==> src/rtl/rv_iopmp_pkg.sv <==
// rv_iopmp_pkg: shared types for the IOPMP blocks.
//   access_t      - transaction access type (value 0 is the reset/idle encoding)
//   err_state_e   - error-capture FSM states (ERR_IDLE, ERR_LOGGED)
//   ERR_TYPE_*    - 3-bit error-type encodings reported by the decision logic
package rv_iopmp_pkg;

    typedef enum logic [1:0] {
        ACC_NONE  = 2'd0,
        ACC_READ  = 2'd1,
        ACC_WRITE = 2'd2,
        ACC_EXEC  = 2'd3
    } access_t;

    typedef enum logic [0:0] {
        ERR_IDLE   = 1'b0,
        ERR_LOGGED = 1'b1
    } err_state_e;

    localparam logic [2:0] ERR_TYPE_NONE      = 3'd0;
    localparam logic [2:0] ERR_TYPE_ILL_READ  = 3'd1;
    localparam logic [2:0] ERR_TYPE_ILL_WRITE = 3'd2;
    localparam logic [2:0] ERR_TYPE_ILL_EXEC  = 3'd3;
    localparam logic [2:0] ERR_TYPE_PARTIAL   = 3'd4;
    localparam logic [2:0] ERR_TYPE_NO_HIT    = 3'd5;
    localparam logic [2:0] ERR_TYPE_UNK_RRID  = 3'd6;

endpackage

==> src/rtl/rv_iopmp_err_capture.sv <==
// rv_iopmp_err_capture: captures the first IOPMP violation reported by the decision logic
// and holds it until software clears it. Sits downstream of rv_iopmp_dl_wrapper and feeds
// the register file.
//
// Optional feature: define RV_IOPMP_ERR_CNT_EN to count (saturating) errors dropped while a
// record is held; otherwise err_cnt_o is tied to 0 and no counter flops exist.
//
// Ports:
//   clk_i, rst_i               clock, synchronous active-high reset
//   dec_valid_i                decision outputs valid this cycle
//   err_transaction_i          decision flagged an error (qualified by dec_valid_i)
//   err_type_i, err_entry_index_i, sid_i, addr_i, access_type_i   error record inputs
//   ie_i                       interrupt enable
//   clear_i                    one-cycle pulse releasing the record
//   err_valid_o                record held
//   err_type_o, err_eid_o, err_sid_o, err_addr_o, err_ttype_o      captured record
//   err_cnt_o                  dropped-error count
//   irq_o                      registered level interrupt
module rv_iopmp_err_capture
    import rv_iopmp_pkg::*;
#(
    parameter int unsigned SID_WIDTH  = 8,
    parameter int unsigned ADDR_WIDTH = 64,
    parameter int unsigned CNT_WIDTH  = 8
) (
    input  logic                  clk_i,
    input  logic                  rst_i,
    input  logic                  dec_valid_i,
    input  logic                  err_transaction_i,
    input  logic [2:0]            err_type_i,
    input  logic [15:0]           err_entry_index_i,
    input  logic [SID_WIDTH-1:0]  sid_i,
    input  logic [ADDR_WIDTH-1:0] addr_i,
    input  access_t               access_type_i,
    input  logic                  ie_i,
    input  logic                  clear_i,
    output logic                  err_valid_o,
    output logic [2:0]            err_type_o,
    output logic [15:0]           err_eid_o,
    output logic [SID_WIDTH-1:0]  err_sid_o,
    output logic [ADDR_WIDTH-1:0] err_addr_o,
    output access_t               err_ttype_o,
    output logic [CNT_WIDTH-1:0]  err_cnt_o,
    output logic                  irq_o
);

    err_state_e state_q;
    logic       err_event;
    logic       capture;
    logic       next_logged;

    logic [2:0]            type_q;
    logic [15:0]           eid_q;
    logic [SID_WIDTH-1:0]  sid_q;
    logic [ADDR_WIDTH-1:0] addr_q;
    access_t               ttype_q;
    logic                  irq_q;

    assign err_event = dec_valid_i & err_transaction_i;

    // Capture in IDLE, or in LOGGED when a clear coincides with a new error (the new error
    // replaces the released record rather than being lost).
    always_comb begin
        capture     = 1'b0;
        next_logged = 1'b0;
        unique case (state_q)
            ERR_IDLE: begin
                capture     = err_event;
                next_logged = err_event;
            end
            ERR_LOGGED: begin
                capture     = clear_i & err_event;
                next_logged = ~clear_i | err_event;
            end
            default: begin
                capture     = 1'b0;
                next_logged = 1'b0;
            end
        endcase
    end

    always_ff @(posedge clk_i) begin
        if (rst_i) begin
            state_q <= ERR_IDLE;
            type_q  <= '0;
            eid_q   <= '0;
            sid_q   <= '0;
            addr_q  <= '0;
            ttype_q <= ACC_NONE;
            irq_q   <= 1'b0;
        end else begin
            state_q <= next_logged ? ERR_LOGGED : ERR_IDLE;
            if (capture) begin
                type_q  <= err_type_i;
                eid_q   <= err_entry_index_i;
                sid_q   <= sid_i;
                addr_q  <= addr_i;
                ttype_q <= access_type_i;
            end
            irq_q <= next_logged & ie_i;
        end
    end

`ifdef RV_IOPMP_ERR_CNT_EN
    logic [CNT_WIDTH-1:0] cnt_q;

    always_ff @(posedge clk_i) begin
        if (rst_i) begin
            cnt_q <= '0;
        end else if (state_q == ERR_LOGGED) begin
            if (clear_i) begin
                cnt_q <= '0;
            end else if (err_event && (cnt_q != {CNT_WIDTH{1'b1}})) begin
                cnt_q <= cnt_q + 1'b1;
            end
        end
    end

    assign err_cnt_o = cnt_q;
`else
    assign err_cnt_o = '0;
`endif

    assign err_valid_o = (state_q == ERR_LOGGED);
    assign err_type_o  = type_q;
    assign err_eid_o   = eid_q;
    assign err_sid_o   = sid_q;
    assign err_addr_o  = addr_q;
    assign err_ttype_o = ttype_q;
    assign irq_o       = irq_q;

endmodule
==> config.mk <==
export PLATFORM = sky130hd
export DESIGN_NAME = rv_iopmp_err_capture
export DESIGN_NICKNAME = d
export VERILOG_FILES = /design/src/rtl/rv_iopmp_pkg.sv /design/src/rtl/rv_iopmp_err_capture.sv
export SDC_FILE = /design/constraint.sdc
export NUM_CORES = 1
export LEC_CHECK = 0
export ABC_AREA = 1
export ABC_CLOCK_PERIOD_IN_PS = 1100
export BUFFER_PORTS_ARGS = -buffer_cell sky130_fd_sc_hd__buf_2
export CAP_MARGIN = 5
export CORE_MARGIN = 4
export CORE_UTILIZATION = 45
export DETAILED_ROUTE_END_ITERATION = 10
export PLACE_DENSITY_LB_ADDON = 0.3
export RECOVER_POWER = 25
export SKIP_LAST_GASP = 1
export SLEW_MARGIN = 10
export SYNTH_ARGS = -nofsm -noshare
export SYNTH_HDL_FRONTEND = slang
export SYNTH_SLANG_ARGS = --single-unit
==> constraint.sdc <==
create_clock -name clk_i -period 1.1 [get_ports clk_i]
set_input_delay 0.22 -clock clk_i [delete_from_list [all_inputs] [get_ports clk_i]]
set_output_delay 0.22 -clock clk_i [all_outputs]
set_load 0.01 [all_outputs]
Word level (Yosys, flattened, before mapping):

Index checks and enable logic that the tools add are counted.

* logic and storage cells: 16
* output and inout port bits: 103
* register bits: 95

* muxes and demuxes: 3
* bitwise gates (word level): 6

Operators by type and width (count)
* $pmux 1 s2: 2
* $and 1x1->1: 3
* $not 1->1: 2
* $mux 1: 1
* $or 1x1->1: 1

Depth between registers and ports, before layout:

Gate-level depths: netlist of run 1.

* depth in word-level cells: 4
* gate-level depth with buffers: 7
* gate-level depth less buffers: 5

Worst setup path before layout of run 1:

No wires, ideal clock.

* path type: register -> register
* start point: register state_q (netlist: err_valid_o)
* end point: register eid_q[2] (netlist: err_eid_o[2])
* buffers on the path: 2
* data arrival time: 0.971 ns
* library setup time: 0.115 ns
* required time: 0.985 ns
* setup slack: 0.014 ns
* cell stages (with the launch flop): 6
* cells stage by stage: dfxtp_1 -> nand2_4 -> buf_6 -> buf_2 -> a21oi_1 -> nor2_1

* longest elaborated chain between the ends: 2

RTL lines
* from (decl): RTL line rv_iopmp_err_capture.sv:47 `err_state_e state_q;`
* from (signal assigned): RTL line rv_iopmp_err_capture.sv:92 `state_q <= next_logged ? ERR_LOGGED : ERR_IDLE;`
* $not 1->1: RTL line rv_iopmp_err_capture.sv:66 `unique case (state_q)`
* $pmux 1 s2 (*): RTL line rv_iopmp_err_capture.sv:66
* to (signal assigned): RTL line rv_iopmp_err_capture.sv:95 `eid_q <= err_entry_index_i;`
* to (decl): RTL line rv_iopmp_err_capture.sv:53 `logic [15:0] eid_q;`

Every way passes the cells marked *; elsewhere a longest branch is shown, timed or not.
A chain may end at the register's enable or synchronous reset.

Final worst setup path of run 1:

* start point: register state_q (netlist: err_valid_o)
* end point: output err_valid_o

RTL lines
* to (decl): RTL line rv_iopmp_err_capture.sv:37 `output logic err_valid_o,`

No word-level cell between the ends.

==> results of run 1 <==
-- final cells by class --
class	instances	area, µm²	share of cell area [%]
Antenna cell	1	2.50	0.0448
Clock buffer	12	145	2.60
Clock inverter	4	31.3	0.559
Inverter	96	363	6.49
Multi-Input combinational cell	386	1700	30.4
Sequential cell	95	1960	35.0
Tap cell	129	161	2.89
Timing Repair Buffer	211	1230	22.0
-- what timing repair did --
item,in CTS,in global routing
resized for setup,3,48
setup endpoints to repair,1,52
endpoints found under the hold margin,0,0
pin swaps,0,0
-- power by group through the flow --
stage,logic (W),clock network [W],registers (W)
CTS,0.00137,0.00218,0.00380
floorplan,0.000728,0,0.00398
global placement,0.00133,0,0.00387
detailed placement,0.00136,0,0.00387
finish,0.00137,0.00211,0.00382
global route,0.00154,0.00233,0.00385
-- kinds of logic (layout without fill, tap and decap cells) --
group,after synthesis,in the layout,synth area share [%]
simple gates,284,284,27.6
buf+inv,154,323,17.3
flops,95,95,44.1
compound gates,94,94,10.9
other cells,1,9,0.0870
-- routing by layer --
metal	wire length, µm	share of wire (%)	vias up
met5	0	0	-
met3	1060	9.8	7
met2	4930	46	152
met4	87	0.80	0
li1	-	-	2268
met1	4740	44	1863
-- cells in the final DEF, fill, tap and decap left out, types with 3 or more instances in the layout --
cell          n
clkinvlp_4    3
dfxtp_2      42
buf_2       187
buf_6         4
nand2_1      96
buf_12        8
clkbuf_8     10
nand3_1      93
conb_1        8
dfxtp_1      52
a21oi_1      94
nor2_1       94
buf_4        12
inv_1        93
-- stage by stage --
| step | worst slack (ns) | total power [W] | utilization (%) |
|---|---|---|---|
| floorplan | 0.0141 | 0.00471 | - |
| global placement | -0.00205 | 0.00520 | 57.4 |
| detailed placement | -0.0366 | 0.00524 | 57.4 |
| CTS | 0.000346 | 0.00734 | 59.4 |
| global route | -0.0189 | 0.00773 | 60.2 |
| finish | 0.0417 | 0.00729 | 60.2 |
-- state kept, by name, summed over array words and instances (netlist names) --
name / cells
irq_o: 1
err_ttype_o: 2
err_addr_o: 64
err_eid_o: 16
err_valid_o: 1
err_type_o: 3
err_sid_o: 8
-- synth_stat cells, drive strengths merged --
cell type,instances
a21oi,94
clkbuf,5
inv,96
nand2,97
buf,53
nor2,94
nand3,93
dfxtp,95
conb,1
-- how the worst max path moves through the flow --
stage	startpoint	to	cells after the start
2_1_floorplan	err_valid_o$_SDFF_PP0_	err_eid_o[2]$_SDFFE_PP0P_	5
3_3_place_gp	dec_valid_i	err_addr_o[49]$_SDFFE_PP0P_	7
3_5_place_dp	err_transaction_i	err_addr_o[56]$_SDFFE_PP0P_	7
4_1_cts	err_ttype_o[0]$_SDFFE_PP0P_	err_ttype_o[0]	1
5_1_grt	err_valid_o$_SDFF_PP0_	err_addr_o[4]$_SDFFE_PP0P_	5
6_report	err_valid_o$_SDFF_PP0_	err_valid_o	1
==> run metrics, run 1 <==
status=finished, final reports clean; max incr delay on CP=~0.39 ns; worst path required time=slightly below 0.9 ns; synthesis-to-finish area growth=29.7%; Die ar.=roughly 11000 µm²; Net Sw Frac=28.7%; Logic pwr share=between 10% and 20%; RSZ-0062 raised after global routing=true; CTS Buf Count=9; Yosys reg bits=95; final setup vio count=0; Max FO, Critical Path=2; R2R depth=5; TNS Setup=0 ns; Seq pwr share=between 50% and 60%; Final HPWL DP=between 7 and 8 mm; Detailed Route WL=roughly 11 mm; final antenna-violating net count=0; Max IR drop VDD=about 0.56 mV; initial core utilization=46.4%; CP Buf/Inv Count=1; share of layout cells above drive strength 1=about a third; antenna violations before repair=1; switching power=0.00209 W; first-pass GRT wire length=between 15 and 20 mm; CTS Buffer Depth=2; register area share after synthesis=around 44%; Detailed Routing Iterations Pass 1=4; Clk Latency, worst-skew pair=between 0.3 and 0.4 ns; Setup crit start kind=flop; H-tree depth reported by CTS=3; Worst-path clk slew=about 0.08 ns; minimum hold slack=between 0.06 and 0.07 ns; met1 global-route usage=23.7%; Fillers=~900; Vias/cell=between 4 and 5; WL/cell=roughly 12 µm; Slowest cell on crit path=dfxtp_4; CTS tree=yes; Mapped Area=~4300 µm²; total number of vias=roughly 4.3k; busiest metal layer after global routing=met2; worst r2r src=err_valid_o$_SDFF_PP0_; post-synth top area share=44.1%; met3 track demand over resource=around 7.3%; GP Congestion=0.780; Placed Instance Area=roughly 5300 µm²; Core Area=between 9000 and 10000 µm²; fin crit share=between 90% and 100%; Overflow after GRT=0; Setup CP Type=flop to primary output; synth unique cells=13; Final Hold Fails=0; Final Skew=between 0.01 and 0.015 ns; M2 GR Usage=approximately 30%; Crit path max-delay family=flip-flops; largest cells by area after synthesis=dfxtp_1 (44%), a21oi_1 (11%), nand3_1 (11%), nand2_1 (8.4%), inv_1 (8.2%); worst path cell trace=buf_6; Final Non-Filler Cells=around 930; Final nets=about 900; Die Span X=106 µm; Max Cap Violations=0; Post-CTS Setup Repair Bufs=0; Internal=between 0.005 and 0.006 W; placed cells=just over 900; final instance area=roughly 5600 µm²; arrival time worst endpoint=0.84 ns; Leakage Power=3.15 nW; Cells after Synth=between 600 and 700; PwrDens=around 1300 nW/µm²; clk sinks=95; Hold-fix buffers, CTS=0; vias in the first global route=around 3.8k; hold path cells=2; Initial DRC Count=177; Avg Cell Area, Syn=a little under 7 µm²; Slew Viols, Final=0; Hold Crit Start=rst_i; port bufs=between 150 and 200; FF-to-FF setup slack=around 0.050 ns; type of the worst min-delay path=primary input to flop; largest net degree at the start of global routing=53; fin crit period=1.06 ns; I/O pins=a little over 200; Syn. warnings=0; row cnt=35; DRC=0; Worst Hold End=err_valid_o$_SDFF_PP0_; CTS root buf=clkbuf_8; Critical Path Sink Type=primary output; GRT Total Usage=about a fifth; clock share of power=28.9%; Vert. Die Dim=between 100 and 150 µm; cell taking the most area after synthesis=dfxtp_1; FMAX=between 900 and 1000 MHz; r2r endpoint=err_addr_o[0]$_SDFFE_PP0P_
(Power assumes the default switching activity.)
==> run 2: changes to the inputs <==
Settings changed: ABC_CLOCK_PERIOD_IN_PS 1100 to 950, CORE_UTILIZATION 45 to 42, GPL_ROUTABILITY_DRIVEN from default to 1.
Clock period 1.1 ns to 0.95 ns, I/O delays scaled along.
==> run metrics, run 2 (synthesis gave the netlist of run 1 again) <==
status=finished, violations left (was finished, final reports clean); violated checks=negative setup slack; Internal=0.00677 W (was 0.00520 W); GRT Total Usage=19.2% (was 18.6%); Final WS setup=-0.210 ns (was 0.0417 ns); Fillers=667 (was 920); type of the worst min-delay path=primary input to flop (unchanged); Seq pwr share=47.8% (was 52.4%); worst path cell trace=nand2_8 > buf_6 > clkbuf_16 > nand3_1 > nand2_1 > nor2_1 (was buf_6); Slowest cell on crit path=dfxtp_4 (unchanged); Vert. Die Dim=109 µm (was 106 µm); fin crit share=122%; antenna violations before repair=0 (was 1); Vias/cell=4.87 (was 4.59); clk sinks=95 (unchanged); worst path required time=1.20 ns (was 0.88 ns); clock share of power=25.9% (was 28.9%); Placed Instance Area=5450 µm² (was 5330 µm²); final setup vio count=190 (was 0); Leakage Power=3.85 nW (was 3.15 nW); largest net degree at the start of global routing=56 (was 53); Max Cap Violations=0 (unchanged); initial core utilization=43.7% (was 46.4%); row cnt=36 (was 35); most frequent cells in the layout=buf_2 (99), buf_6 (95), inv_1 (93) (was buf_2 (187), nand2_1 (96), a21oi_1 (94), nor2_1 (94)); final antenna-violating net count=0 (unchanged); port bufs=193 (unchanged); minimum hold slack=0.0486 ns (was 0.0674 ns); synthesis-to-finish area growth=74.8% (was 29.7%); PwrDens=1260 nW/µm² (was 1300 nW/µm²); vias in the first global route=3997 (was 3778); Net Sw Frac=28.8% (was 28.7%); I/O pins=202 (unchanged); Setup crit start kind=flop (unchanged); commonest non-fill, non-tap cell in the layout=buf_2 (unchanged); total number of vias=4903 (was 4290); Slew Viols, Final=0 (unchanged); Worst-path clk slew=0.09 ns (was 0.08 ns); Detailed Routing Iterations Pass 1=6 (was 4); arrival time worst endpoint=1.41 ns (was 0.84 ns); Final HPWL DP=8.02 mm (was 7.73 mm); H-tree depth reported by CTS=3 (unchanged); switching power=0.00273 W (was 0.00209 W); FMAX=862 MHz; Final Hold Fails=0 (unchanged); Final nets=968 (was 898); Final Non-Filler Cells=1007 (was 934); CTS root buf=clkbuf_8 (unchanged); Initial DRC Count=246 (was 177); first-pass GRT wire length=18.4 mm (was 17.4 mm); fin crit period=~1.2 ns; RSZ-0062 raised after global routing=true (unchanged); share of layout cells above drive strength 1=57.2% (was 33.8%); Die ar.=11900 µm² (was 11200 µm²); Detailed Route WL=14.9 mm (was 10.8 mm); # diodes=0 (was 1); max reg flops=64 (unchanged); max incr delay on CP=0.38 ns (was 0.39 ns); Max FO, Critical Path=6 (was 2); Clk Latency, worst-skew pair=0.36 ns (was 0.35 ns); CTS Buf Count=9 (unchanged); placed cells=923 (was 917); GP Congestion=0.785 (was 0.780); final instance area=7540 µm² (was 5590 µm²); Hold-fix buffers, CTS=0 (unchanged); Overflow after GRT=0 (unchanged); Logic pwr share=26.3% (was 18.7%); Final Skew=0.0107 ns (was 0.0111 ns); CTS Buffer Depth=2 (unchanged); DRC=0 (unchanged); Max IR drop VDD=0.739 mV (was 0.562 mV); CTS tree=yes (unchanged); Critical Path Sink Type=flop (was primary output); Core Area=9860 µm² (was 9280 µm²); WL/cell=14.8 µm (was 11.6 µm); Setup CP Type=flop to flop (was flop to primary output); Die Span X=109 µm (was 106 µm)
==> run 2: changes by cell type in the layout (fill, tap and decap cells not counted), moves of 8 or more <==
cell       before  now
buf_6           4   95
dfxtp_1        52    1
clkbuf_16       0    8
buf_2         187   99
buf_4          12   59
dfxtp_2        42   91
nand3_1        93   60
a21oi_1        94   25
nand3_2         0   30
a21oi_2         0   64
==> run 2: power by group through the flow <==
stage | registers [W] | clock network (W) | logic, W
2_1_floorplan | 0.00461 | 0 | 0.000890
3_3_place_gp | 0.00449 | 0 | 0.00158
3_5_place_dp | 0.00450 | 0 | 0.00162
4_1_cts | 0.00451 | 0.00248 | 0.00195
5_1_grt | 0.00457 | 0.00270 | 0.00272
6_report | 0.00454 | 0.00246 | 0.00250
==> run 2: layout make-up <==
type	instances	area (µm²)	area share (%)
repair buffers	281	2610	34.6
multi-input cells	386	2200	29.2
flip-flops and latches	95	2030	26.9
inverters	96	363	4.81
clock buffers	16	170	2.26
well taps	133	166	2.21
==> run 2: per-layer routing <==
layer / up-vias / GRT usage [%] / part of all wire (%)
met5: - / 0 / 0
met2: 181 / 33.4 / 53
met3: 37 / 4.35 / 6.4
met4: 0 / 8.46 / 2.7
li1: 2411 / - / -
met1: 2274 / 22.6 / 38
==> run 2: path summary, 6_finish.rpt <==
path | start | endpoint | slack, ns | depth (start not counted)
max | err_valid_o$_SDFF_PP0_ | err_addr_o[50]$_SDFFE_PP0P_ | -0.21 | 6
max reg2reg | err_valid_o$_SDFF_PP0_ | err_addr_o[50]$_SDFFE_PP0P_ | -0.21 | 6
min | ie_i | irq_o$_SDFF_PP0_ | 0.05 | 3
min reg2reg | err_addr_o[60]$_SDFFE_PP0P_ | err_addr_o[60]$_SDFFE_PP0P_ | 0.48 | 2
==> run 2: worst max-delay path, delay by kind of cell (launching register included) <==
family | cells | cell delay, ns
and+or+nand+nor | 4 | 0.35
DFF | 1 | 0.38
buffers and inverters | 2 | 0.32
==> run 2: stage by stage <==
stage	total power [W]	worst slack, ns	TNS, ns	utilization (%)
floorplan	0.00550	-0.0366	-3.07	-
global placement	0.00607	-0.122	-8.64	55.2
detailed placement	0.00612	-0.168	-10.78	55.2
CTS	0.00895	-0.140	-13.11	64.5
global route	0.00999	-0.279	-25.17	76.4
finish	0.00950	-0.210	-16.96	76.4
==> run 2: what timing repair did <==
action	4_1_cts	5_1_grt
gates resized for setup	174	135
endpoints found under the setup margin	189	190
buffers inserted	13	41
pin swaps	0	36
cloned	0	14
==> run 3: changes to the inputs <==
Settings changed: TNS_END_PERCENT from default to 50.
==> run metrics, run 3 (synthesis gave the netlist of run 1 again) <==
Vert. Die Dim=109 µm (unchanged); arrival time worst endpoint=0.89 ns (was 1.41 ns); fin crit share=114% (was 122%); TNS Setup=-11.06 ns (was -16.96 ns); Clk Latency, worst-skew pair=0.36 ns (about the same); CTS Buffer Depth=2 (unchanged); H-tree depth reported by CTS=3 (unchanged); commonest non-fill, non-tap cell in the layout=buf_2 (unchanged); DRC=0 (unchanged); Crit path max-delay family=flip-flops (unchanged); Max FO, Critical Path=3 (was 6); fin crit period=1.08 ns (was 1.16 ns); GP Congestion=0.766 (was 0.785); Leakage Power=3.35 nW (was 3.85 nW); Final Hold Fails=0 (unchanged); worst r2r src=err_valid_o$_SDFF_PP0_ (unchanged); Worst Setup EP=err_valid_o (was err_addr_o[50]$_SDFFE_PP0P_); Detailed Routing Iterations Pass 1=4 (was 6); Critical Path Sink Type=primary output (was flop); FF-to-FF setup slack=-0.12 ns (was -0.21 ns); initial core utilization=43.7% (unchanged); antenna violations before repair=0 (unchanged); vias in the first global route=3802 (was 3997); synthesis-to-finish area growth=46.9% (was 74.8%); status=finished, violations left (unchanged); Crit path depth=1 (was 6); worst path required time=0.76 ns (was 1.20 ns); WL/cell=12.7 µm (was 14.8 µm); Util after Layout=64.2% (was 76.4%); Max IR drop VDD=0.657 mV (was 0.739 mV); Initial DRC Count=286 (was 246); Slew Viols, Final=0 (unchanged); r2r endpoint=err_eid_o[10]$_SDFFE_PP0P_ (was err_addr_o[50]$_SDFFE_PP0P_); CP Launch Point=err_valid_o$_SDFF_PP0_ (unchanged); final antenna-violating net count=0 (unchanged); row cnt=36 (unchanged); Overflow after GRT=0 (unchanged); RSZ-0062 raised after global routing=true (unchanged); I/O pins=202 (unchanged); Worst-path clk slew=0.08 ns (was 0.09 ns); Die ar.=11900 µm² (unchanged); Fillers=842 (was 667); Setup CP Type=flop to primary output (was flop to flop); max reg flops=64 (unchanged); Die Span X=109 µm (unchanged); Detailed Route WL=12.1 mm (was 14.9 mm); most frequent cells in the layout=buf_2 (108), nand2_1 (96), nor2_1 (94), inv_1 (93), nand3_1 (93) (was buf_2 (99), buf_6 (95), inv_1 (93)); FMAX=927 MHz (was 862 MHz); share of layout cells above drive strength 1=41.3% (was 57.2%); violated checks=negative setup slack (unchanged); Final HPWL DP=7.67 mm (was 8.02 mm); total number of vias=4393 (was 4903); type of the worst min-delay path=primary input to flop (unchanged); Max Cap Violations=0 (unchanged); pre-CTS WS=-0.177 ns (was -0.168 ns); Final Skew=0.00677 ns (was 0.0107 ns); CTS Buf Count=9 (unchanged); R2R depth=4 (was 6); GRT Total Usage=18.6% (was 19.2%); max incr delay on CP=0.41 ns (was 0.38 ns); CTS root buf=clkbuf_8 (unchanged); final setup vio count=189 (was 190); first-pass GRT wire length=17.7 mm (was 18.4 mm); Setup crit start kind=flop (unchanged); clk sinks=95 (unchanged); CP Buf/Inv Count=1 (was 2); Slowest cell on crit path=dfxtp_4 (unchanged); CTS tree=yes (unchanged); Vias/cell=4.63 (was 4.87); Final nets=909 (was 968); worst path cell trace=buf_6 (was nand2_8 > buf_6 > clkbuf_16 > nand3_1 > nand2_1 > nor2_1); # diodes=0 (unchanged); Core Area=9860 µm² (unchanged); port bufs=193 (unchanged); largest net degree at the start of global routing=81 (was 56); Final WS setup=-0.128 ns (was -0.210 ns); PwrDens=1390 nW/µm² (was 1260 nW/µm²); Hold Crit Start=rst_i (was ie_i)
[run 3: changes by cell type in the layout (fill, tap and decap cells not counted), moves of 7 or more]
cell,delta
nand3_2,-30
nand3_1,+33
dfxtp_2,-7
dfxtp_1,+9
buf_6,-8
buf_2,+9
a21oi_1,+54
a21oi_2,-49
clkbuf_16,-7
buf_4,-44
[run 3: repair_timing]
| action | in CTS | in global routing |
|---|---|---|
| endpoints found under the setup margin | 189 | 189 |
| pin swaps | 0 | 0 |
| buffers inserted | 9 | 2 |
| resized for setup | 133 | 56 |
| hold buffers | 0 | 0 |
| gates cloned | 0 | 3 |
[run 3: per-stage QoR]
step	cell area, µm²	hold WS [ns]	total power (W)	instances
floorplan	4410	0.249	0.00547	635
global placement	5330	0.410	0.00601	918
detailed placement	5330	0.421	0.00606	918
CTS	6060	0.0148	0.00873	943
global route	6330	0.0221	0.00934	948
finish	6330	0.0312	0.00882	948
[run 3: per-layer routing]
| metal | GRT usage [%] | vias up | share of wire (%) |
|---|---|---|---|
| met1 | 22.9 | 1963 | 41 |
| met5 | 0 | - | 0 |
| li1 | - | 2288 | - |
| met2 | 30.4 | 127 | 50 |
| met4 | 7.39 | 0 | 1.7 |
| met3 | 5.70 | 15 | 7.7 |
[run 3: worst min-delay path by stage]
stage / end / slack [ns] / cells past startpoint
3_5_place_dp: irq_o$_SDFF_PP0_ / 0.42 / 2
5_1_grt: irq_o$_SDFF_PP0_ / 0.02 / 2
2_1_floorplan: err_valid_o$_SDFF_PP0_ / 0.25 / 1
3_3_place_gp: irq_o$_SDFF_PP0_ / 0.41 / 2
6_report: irq_o$_SDFF_PP0_ / 0.03 / 2
4_1_cts: irq_o$_SDFF_PP0_ / 0.01 / 2
[run 3: power breakdown]
| part | internal, W | total [W] | switching (W) |
|---|---|---|---|
| clock | 0.00103 | 0.00237 | 0.00134 |
| sequential | 0.00430 | 0.00451 | 0.000210 |
| combinational | 0.00101 | 0.00193 | 0.000921 |
| total | 0.00635 | 0.00882 | 0.00247 |
[run 3: cell type report]
class / instances / area [µm²] / area share (%)
inverter: 96 / 363 / 5.73
clock buffer: 15 / 156 / 2.47
clock inverter: 1 / 5.00 / 0.0790
sequential: 95 / 2010 / 31.7
tap: 133 / 166 / 2.63
timing repair buffer: 221 / 1870 / 29.5
multi-input combinational: 387 / 1770 / 27.9
